<file path="src/rtl/bp_fe_queue_fifo.sv">
// Decoupling FIFO between the FE packet stream and the BE: circular buffer with
// wrap-bit pointers, registered occupancy and a single-cycle flush for wrong-path packets.
module bp_fe_queue_fifo #(
    parameter int entry_width_p = 32,
    parameter int els_p         = 8,
    localparam int ptr_width_lp = (els_p > 1) ? $clog2(els_p) : 1,
    localparam int cnt_width_lp = (els_p > 0) ? $clog2(els_p + 1) : 1
) (
    input  logic                     clk_i,
    input  logic                     reset_n_i,
    input  logic [entry_width_p-1:0] fe_queue_i,
    input  logic                     fe_queue_v_i,
    output logic                     fe_queue_ready_o,
    output logic [entry_width_p-1:0] fe_queue_o,
    output logic                     fe_queue_v_o,
    input  logic                     fe_queue_yumi_i,
    input  logic                     flush_i,
    output logic [cnt_width_lp-1:0]  count_o
);

    localparam logic [ptr_width_lp:0]   ptr_one_lp = 1;
    localparam logic [cnt_width_lp-1:0] cnt_one_lp = 1;

    logic [ptr_width_lp:0]    rd_ptr, wr_ptr;
    logic [cnt_width_lp-1:0]  count_r;
    logic [entry_width_p-1:0] mem [els_p];

    logic [ptr_width_lp-1:0] rd_idx, wr_idx;
    logic empty, full, enq, deq;

    assign rd_idx = rd_ptr[ptr_width_lp-1:0];
    assign wr_idx = wr_ptr[ptr_width_lp-1:0];

    // Wrap bit distinguishes full from empty when the indices coincide.
    assign empty = (rd_ptr == wr_ptr);
    assign full  = (rd_idx == wr_idx) && (rd_ptr[ptr_width_lp] != wr_ptr[ptr_width_lp]);

    assign fe_queue_ready_o = ~full;
    assign fe_queue_v_o     = ~empty;
    assign fe_queue_o       = mem[rd_idx];
    assign count_o          = count_r;

    assign enq = fe_queue_v_i & fe_queue_ready_o & ~flush_i;
    assign deq = fe_queue_yumi_i & ~flush_i;

    always_ff @(posedge clk_i or negedge reset_n_i) begin
        if (!reset_n_i) begin
            rd_ptr  <= '0;
            wr_ptr  <= '0;
            count_r <= '0;
        end else if (flush_i) begin
            rd_ptr  <= wr_ptr;
            count_r <= '0;
        end else begin
            if (enq) wr_ptr <= wr_ptr + ptr_one_lp;
            if (deq) rd_ptr <= rd_ptr + ptr_one_lp;
            case ({enq, deq})
                2'b10:   count_r <= count_r + cnt_one_lp;
                2'b01:   count_r <= count_r - cnt_one_lp;
                default: count_r <= count_r;
            endcase
        end
    end

    // Storage holds no reset; contents are only meaningful behind valid pointers.
    always_ff @(posedge clk_i) begin
        if (enq) mem[wr_idx] <= fe_queue_i;
    end

    always_ff @(posedge clk_i) begin
        if (reset_n_i) begin
            assert (!(fe_queue_yumi_i && !fe_queue_v_o));
            assert (count_r == cnt_width_lp'(wr_ptr - rd_ptr));
        end
    end

endmodule
</file>
<file path="config.mk">
export PLATFORM = sky130hd
export DESIGN_NAME = bp_fe_queue_fifo
export DESIGN_NICKNAME = d
export VERILOG_FILES = /design/src/rtl/bp_fe_queue_fifo.sv
export SDC_FILE = /design/constraint.sdc
export NUM_CORES = 1
export LEC_CHECK = 0
export BUFFER_PORTS_ARGS = -buffer_cell sky130_fd_sc_hd__buf_2
export CORE_UTILIZATION = 64
export DETAILED_ROUTE_END_ITERATION = 8
export GPL_TIMING_DRIVEN = 0
export HOLD_SLACK_MARGIN = 0.03
export PLACE_DENSITY = 0.87
export RECOVER_POWER = 50
export SLEW_MARGIN = 20
export SYNTH_ARGS = -nofsm -noshare
export SYNTH_HDL_FRONTEND = slang
export SYNTH_SLANG_ARGS = --single-unit
</file>
<file path="constraint.sdc">
create_clock -name clk_i -period 8.1 [get_ports clk_i]
set_input_delay 0.81 -clock clk_i [delete_from_list [all_inputs] [get_ports clk_i]]
set_output_delay 0.81 -clock clk_i [all_outputs]
set_load 0.02 [all_outputs]
</file>
Yosys cells after proc, flatten, opt, wreduce, memory -nomap -nowiden
Memory sizes are Yosys's and may differ from the RTL's. Index checks and enable logic that the tools add are counted.

Add/subtract/negate cells: 4. Multipliers: 0. Divide/modulo/power cells: 0. Magnitude comparators: 0. Equal/unequal tests: 5. Shift-type cells: 0. Multiplexer cells: 6. Bitwise logic cells: 6. Reduce and logical (&&, ||, !) cells: 4.

Operator list (number): $add 4x1->4 const B (3); $mux 4 (3); $pmux 4 s2 (1); $eq 4x4->1 (1); $sub 4x1->4 const B (1); $and 1x1->1 (3); $eq 3x3->1 (1); $not 1->1 (3); $reduce_bool 3->1 (1); $eq 2x1->1 const B (1); $eq 2x2->1 const B (1); $mux 1 (2); $reduce_and 2->1 (1); $reduce_bool 2->1 (1); $logic_and 1x1->1 (1); $ne 1x1->1 (1).

Bits in registers: 12. Bits in latches: 0. Bits in writable memories: 256. ROM bits: 0. Input port bits: 37. Output and inout bits: 38. Logic and storage cells: 29. Memories kept: 1.

Memory list: mem (depth 8, bits a word 32, rd ports 1, clocked after memory_dff 0, write ports 1, line 26) `logic [entry_width_p-1:0] mem [els_p];`.

Longest topological paths before layout
Gate-level depths: netlist of the first run.

Word-level depth: 8. Mapped depth: 10. Gate-level depth less buffers: 9.

Least setup slack after synthesis of the first run
OpenSTA, ideal clock, no wires.

Path type: input-to-reg. Start point: input port fe_queue_v_i. End point: memory mem[0][0], enable pin. Library setup time: 502 ps. Data arrival time: 4515 ps. Data required time: 7598 ps. Setup slack: 3084 ps. Cell stages on the path: 5. Path buffers: 1. Cell sequence: inv_1 a41o_1 or2_1 buf_6 nor4_1.

Cells in the longest elaborated chain, start to end: 4.

RTL lines: from (decl) (line 12) `input logic fe_queue_v_i,`; $and 1x1->1 (2 in a row) (line 43) `assign enq = fe_queue_v_i & fe_queue_ready_o & ~flush_i;`; $mux 1 (line 67) `if (enq) mem[wr_idx] <= fe_queue_i;`; $mux 1 (not written as such) (line 67); to (decl) (line 26).

No other way between the ends.

Worst setup path after layout of the first run
Start point: register rd_ptr[0]. End point: output port fe_queue_o[28].

Cells in the longest elaborated chain, start to end: 1.

RTL lines: from (decl) (line 24) `logic [ptr_width_lp:0] rd_ptr, wr_ptr;`; from (signal assigned) (line 52) `rd_ptr <= wr_ptr;`; from (signal assigned) (line 56) `if (deq) rd_ptr <= rd_ptr + ptr_one_lp;`; $mem_v2 8x32; to (decl) (line 14) `output logic [entry_width_p-1:0] fe_queue_o,`.

No other way between the ends.

==> impl_metrics.yaml, run 1 <==
place:
  port-buffer-count: 73
  hpwl_mm: 13.6
  dp_cells: 776
  placed_cell_area_um2: 11300
  routabilityCongestion: 0.784
sta:
  fin_tns_setup_ns: 0
  setup_violations: 0
  fmax_ghz: 0.235
  maxSlewHeadroom: 0.219
  clock_skew_ns: 0.0256
  fin_hold_ws_ns: 0.282
  slew_violations: 0
  min_period_ns: 4.26
  hold_violations: 0
  worst_pin_slew_ns: 1.16
  finalCritPeriodShare: 0.526
  grt_setup_unrepaired: "no"
global_route:
  grt_pass1_wl_mm: 31.7
  grt_usage: 0.271
  grt_max_degree: 21
  antenna_found_initial: 0
  gr-total-overflow: 0
  grt_pass1_vias: 5467
floorplan:
  core_area_um2: 15900
  row_count: 46
  ios: 75
  die-height_um: 129
  initial_utilization: 0.654
  die_x_um: 129
  dieArea_um2: 16700
detailed_routing:
  drtIter0Drc: 457
  vias: 5140
  drc: 0
  viasPerCell: 6.24
  wire_per_inst_um: 25.7
  drt-total-wl_mm: 21.2
  first_pass_iters: 5
  antenna_left: 0
clocking:
  cts.path.max_buffers: 3
  cts_made_buffers: 26
  cts_root_buffer: "clkbuf_16"
  insertion_delay_ns: 0.54
  cts.clk_slew.worst_paths_ns: 0.06
  cts_max_level: 1
  cts_tree: "yes"
  cts_hold_buf: 0
  cts_setup_buffers: 0
  post_cts_resized: 0
  numClockSinks: 268
synthesis:
  synthCells: 460
  synth_top_cell_by_area: "edfxtp_1"
  synth_edf_count: 256
  synth_area_um2: 10400
  ys_warn_count: 0
  synthArstFlopShare: 0.0448
  synth-seq-area-share: 0.769
  synth_common_cells: "256 x edfxtp_1, 64 x mux4_2, 33 x mux2_2"
  synth.distinct_cells: 31
  synthTopCellsByArea: "edfxtp_1 74%, mux4_2 14%, mux2_2 3.6%"
  syn_area_per_cell_um2: 22.6
  yosysTopAreaCellShare: 0.740
  synthFlopType: "edfxtp_1"
  synth_seq_cells: 268
  syn_nets: 501
  synth.most_common_cell: "edfxtp_1"
final_layout:
  insertedDiodeCount: 0
  design_area_um2: 12100
  drive_above_1_share: 0.347
  fin_cells: 824
  syn2layout_area_growth_pct: 16.7
  nets: 629
  nFillCells: 849
worst_setup_path:
  worstReg2RegEnd: "mem[7][20]"
  cp_max_fo: 10
  reg2reg_setup_slack_ns: 4.46
  worstPathArrival_ns: 3.45
  critPathKind: "flip-flop to primary output"
  worstPathRequired_ns: 7.29
  r2r_start: "wr_ptr[1]"
  cp-end-kind: "primary output"
  start_kind: "flip-flop"
  worst_r2r_path_depth: 9
power_and_ir_drop:
  power_frac_comb: 0.311
  power_density_nw_per_um2: 348
  switchingPower_uw: 1270
  p_seq_frac: 0.404
  p_sw_frac: 0.301
  ir_drop_mv: 0.240
  p_int_uw: 2940
  leakagePower_uw: 0.00399
  clockPowerShare: 0.285
min_path:
  hold_class: "input port to asynchronous set/reset pin"
flow_run:
  cap_viol_max_count: 0
run_status:
  outcome: "finished clean"
registers in the layout (all words and copies together), names as in the netlist:
name,flops
mem,256
count_o,4
rd_ptr,4
wr_ptr,4
area by class of cell:
| type | count | area (um^2) | share of cell area |
|---|---|---|---|
| Clock buffer | 36 | 728 | 0.0601 |
| Sequential cell | 268 | 7990 | 0.659 |
| Clock inverter | 12 | 139 | 0.0115 |
| Multi-Input combinational cell | 164 | 2290 | 0.189 |
| Buffer | 25 | 108 | 0.00888 |
| Timing Repair Buffer | 100 | 579 | 0.0478 |
| Tap cell | 216 | 270 | 0.0223 |
| Inverter | 3 | 11.3 | 0.000930 |
cells by family after synthesis:
group           after synthesis  synth area share
compound gates               11           0.00687
xor+xnor                     13            0.0110
fa+ha+maj                     4           0.00482
buf+inv                      28            0.0125
flops                       268             0.769
mux                         100             0.177
simple gates                 36            0.0181
stage by stage:
step	setup slack, ns	utilization	total power [uW]
floorplan	3.08	-	2630
global placement	0.0371	0.694	2960
detailed placement	4.82	0.713	3040
CTS	4.14	0.767	4250
global route	3.62	0.763	4370
finish	3.84	0.763	4210
layer usage:
metal	GRT usage	part of all wire
met5	0	0
met4	0.108	0.036
met3	0.0491	0.067
met2	0.475	0.53
met1	0.338	0.37
worst max path at each step:
stage                 startpoint        endpoint  slack (ns)  depth (start not counted)
global placement    fe_queue_v_i      mem[0][14]        0.04                          6
finish                 rd_ptr[0]  fe_queue_o[28]        3.84                          6
global route           rd_ptr[0]  fe_queue_o[28]        3.62                          6
CTS                    rd_ptr[1]  fe_queue_o[28]        4.14                          5
floorplan           fe_queue_v_i       mem[0][0]        3.08                          5
detailed placement     rd_ptr[1]  fe_queue_o[28]        4.82                          5
power groups by stage:
stage	sequential [uW]	combinational (uW)	clock [uW]
6_report	1700	1310	1200
5_1_grt	1710	1400	1260
4_1_cts	1700	1330	1220
3_5_place_dp	1720	1310	0
3_3_place_gp	1730	1230	0
2_1_floorplan	1720	903	0
worst max-delay path, stage by stage (launching register included):
cell	delay, ns
dfrtp_1	0.38
buf_2	0.18
clkbuf_1	0.55
clkbuf_1	0.73
mux4_2	0.61
mux2_2	0.30
buf_2	0.17
cells in the final DEF (no fill, tap or decap), drive strengths merged:
master and count:
edfxtp 256, clkbuf 89, buf 72, mux4 64
mux2 33, dfrtp 12, nand2 9, nor2 9
clkinv 9, xnor2 8, nor3 7, xor2 5
o21ai 5, ha 4, inv 3, mux2i 3
a31oi 3, bufinv 3, nand2b 2, nand4 2
and2 2, a41o 1, nor2b 1, nand4b 1
or2 1, nor4 1, a41oi 1, a311oi 1
and3b 1
(Power assumes the default switching activity.)
==> run 2, diff against run 1 <==
--- a/config.mk
+++ b/config.mk
@@ -6,11 +6,11 @@
 export NUM_CORES = 1
 export LEC_CHECK = 0
 export BUFFER_PORTS_ARGS = -buffer_cell sky130_fd_sc_hd__buf_2
-export CORE_UTILIZATION = 64
+export CORE_UTILIZATION = 60
 export DETAILED_ROUTE_END_ITERATION = 8
 export GPL_TIMING_DRIVEN = 0
 export HOLD_SLACK_MARGIN = 0.03
-export PLACE_DENSITY = 0.87
+export PLACE_DENSITY = 0.82
 export RECOVER_POWER = 50
 export SLEW_MARGIN = 20
 export SYNTH_ARGS = -nofsm -noshare
==> constraint.sdc (replaced) <==
create_clock -name clk_i -period 4.35 [get_ports clk_i]
set_input_delay 0.435 -clock clk_i [delete_from_list [all_inputs] [get_ports clk_i]]
set_output_delay 0.435 -clock clk_i [all_outputs]
set_load 0.02 [all_outputs]
==> run 2 against run 1 <==
Net effect: final area shrank 0.21%; setup slack lost 3.2 ns; highest routed layer unchanged; count of clock-buffer cells in the layout shrank 3; largest cell class unchanged; power grew 83%; via count shrank 1.5%; the flow now finishes with violations (max-capacitance violations, max-slew violations); sequential power grew 86%; core utilization shrank 4.1 points; combinational power grew 85%; sequential share of layout area grew 0.14 points; register-to-register slack lost 3.8 ns.
==> impl_metrics.yaml, run 2 (synthesized netlist as in run 1, its figures left out) <==
min_path:
  hold_class: "input port to flip-flop"
  min_to: "rd_ptr[3]"
  hp-start: "flush_i"
  holdPathStages: 2
final_layout:
  final_core_util: 0.721
  final_cell_mix: "256 x edfxtp_1, 64 x mux4_2, 61 x clkbuf_1"
  multi_input_area_um2: 2290
  syn2layout_area_growth_pct: 16.4
  drive_above_1_share: 0.339
  nFillCells: 977
  register_area_um2: 7990
  largest_register_ffs: 256
  nets: 628
  final_common_cell: "edfxtp_1"
  insertedDiodeCount: 0
  regMostFlops: "mem"
sta:
  fin_hold_ws_ns: 0.242
  min_period_ns: 3.73
  fmax_ghz: 0.268
  clock_skew_ns: 0.0143
  grt_setup_unrepaired: "no"
  finalCritPeriodShare: 0.858
  maxSlewHeadroom: -0.116
  hold_violations: 0
  slew_violations: 8
  setup_violations: 0
  worst_pin_slew_ns: 1.66
  setup_ws_ns: 0.617
worst_setup_path:
  cp-end-kind: "flip-flop"
  crit_chain: "clkbuf_1, xnor2_1, a41o_1, or2_0, clkbuf_1, nor3_1, buf_8, buf_16"
  slowest_delay_ns: 1.34
  worstPathArrival_ns: 3.97
  critPathMostFrequentCell: "clkbuf_1"
  cp_max_fo: 12
  reg2reg_setup_slack_ns: 0.62
  start_kind: "flip-flop"
  worst_r2r_path_depth: 8
  worstPathRequired_ns: 4.59
  r2r_start: "wr_ptr[1]"
  critPathKind: "flip-flop to flip-flop"
  crit_slowest_cell: "nor3_1"
  worstReg2RegEnd: "mem[7][18]"
detailed_routing:
  vias: 5061
  antenna_left: 0
  first_pass_iters: 5
  wire_per_inst_um: 24.6
  drtIter0Drc: 371
  drt-total-wl_mm: 20.3
  drc: 0
  viasPerCell: 6.14
global_route:
  grt_pass1_vias: 5430
  antenna_found_initial: 0
  gr-total-overflow: 0
  grt_usage: 0.242
  grt_max_degree: 22
  grt_pass1_wl_mm: 31.3
floorplan:
  initial_utilization: 0.620
  row_count: 47
  die_x_um: 134
  die-height_um: 134
  core_area_um2: 16800
  ios: 75
  dieArea_um2: 17800
power_and_ir_drop:
  power_density_nw_per_um2: 636
  leakagePower_uw: 0.00394
  ir_drop_mv: 0.394
place:
  routabilityCongestion: 0.829
  port-buffer-count: 73
  hpwl_mm: 13.3
  post-place-ws_ns: 1.20
clocking:
  cts_max_level: 1
  cts.path.max_buffers: 3
  numClockSinks: 268
  cts_root_buffer: "clkbuf_16"
  post_cts_resized: 0
  insertion_delay_ns: 0.52
  cts.clk_slew.worst_paths_ns: 0.06
  cts_tree: "yes"
  cts_made_buffers: 26
run_status:
  violations: "max-capacitance violations, max-slew violations"
  outcome: "finished with violations"
flow_run:
  cap_viol_max_count: 1
==> run 2: cell types whose count changed in the layout (fill, tap and decap cells not counted), moves of 2 or more <==
cell,change
buf_2,-6
buf_6,+6
buf_4,-4
clkbuf_8,-4
clkbuf_1,+2
clkinvlp_4,+2
==> run 2: power breakdown <==
part	total, uW	leakage, uW	switching [uW]	internal (uW)
registers	3160	0.00246	81.8	3080
clock network	2110	0.000380	894	1220
logic	2420	0.00110	1360	1060
==> run 2: metrics by stage <==
stage,instance area (um^2),TNS (ns),power [uW],instances
after floorplan,10400,0,4890,460
after global routing,12100,0,7990,824
after detailed placement,11400,0,5670,778
after CTS,12200,0,7780,824
after global placement,11000,-255.24,5520,753
final,12100,0,7690,824
==> run 2: routing by layer <==
metal  share of wire  GRT usage  vias to the layer above  wire length [um]
li1                -          -                     2167                 -
met1            0.39      0.313                     2645              7850
met2            0.53      0.430                      205             10800
met3           0.055     0.0392                       44              1110
met4           0.025     0.0676                        0               497
met5               0          0                        -                 0
==> run 2: final cells by class <==
class                           count  area share
Tap cell                          220      0.0228
Timing Repair Buffer               99      0.0512
Sequential cell                   268       0.661
Multi-Input combinational cell    164       0.189
Inverter                            3    0.000931
Buffer                             25     0.00900
Clock buffer                       33      0.0560
Clock inverter                     12     0.00994
==> run 2: worst max-delay path: cells and delay by family (launching register included) <==
| kind | cells | cell delay (ns) |
|---|---|---|
| XOR/XNOR | 1 | 0.19 |
| AO/OA/AOI/OAI | 1 | 0.31 |
| buffers and inverters | 4 | 1.01 |
| AND/OR/NAND/NOR | 2 | 1.57 |
| flip-flops | 1 | 0.35 |
==> run 2: repair_timing <==
item,CTS,global route
setup buffers,0,0
endpoints found under the hold margin,12,0
hold buffers,1,0
==> run 2: worst max-delay path by stage <==
stage	start	slack [ns]	endpoint
2_1_floorplan	wr_ptr[0]	0.34	mem[1][0]
3_3_place_gp	wr_ptr[0]	-1.80	mem[4][15]
3_5_place_dp	wr_ptr[1]	1.20	mem[4][15]
4_1_cts	rd_ptr[1]	0.85	fe_queue_o[12]
5_1_grt	wr_ptr[1]	0.41	mem[7][18]
6_report	wr_ptr[1]	0.62	mem[7][18]
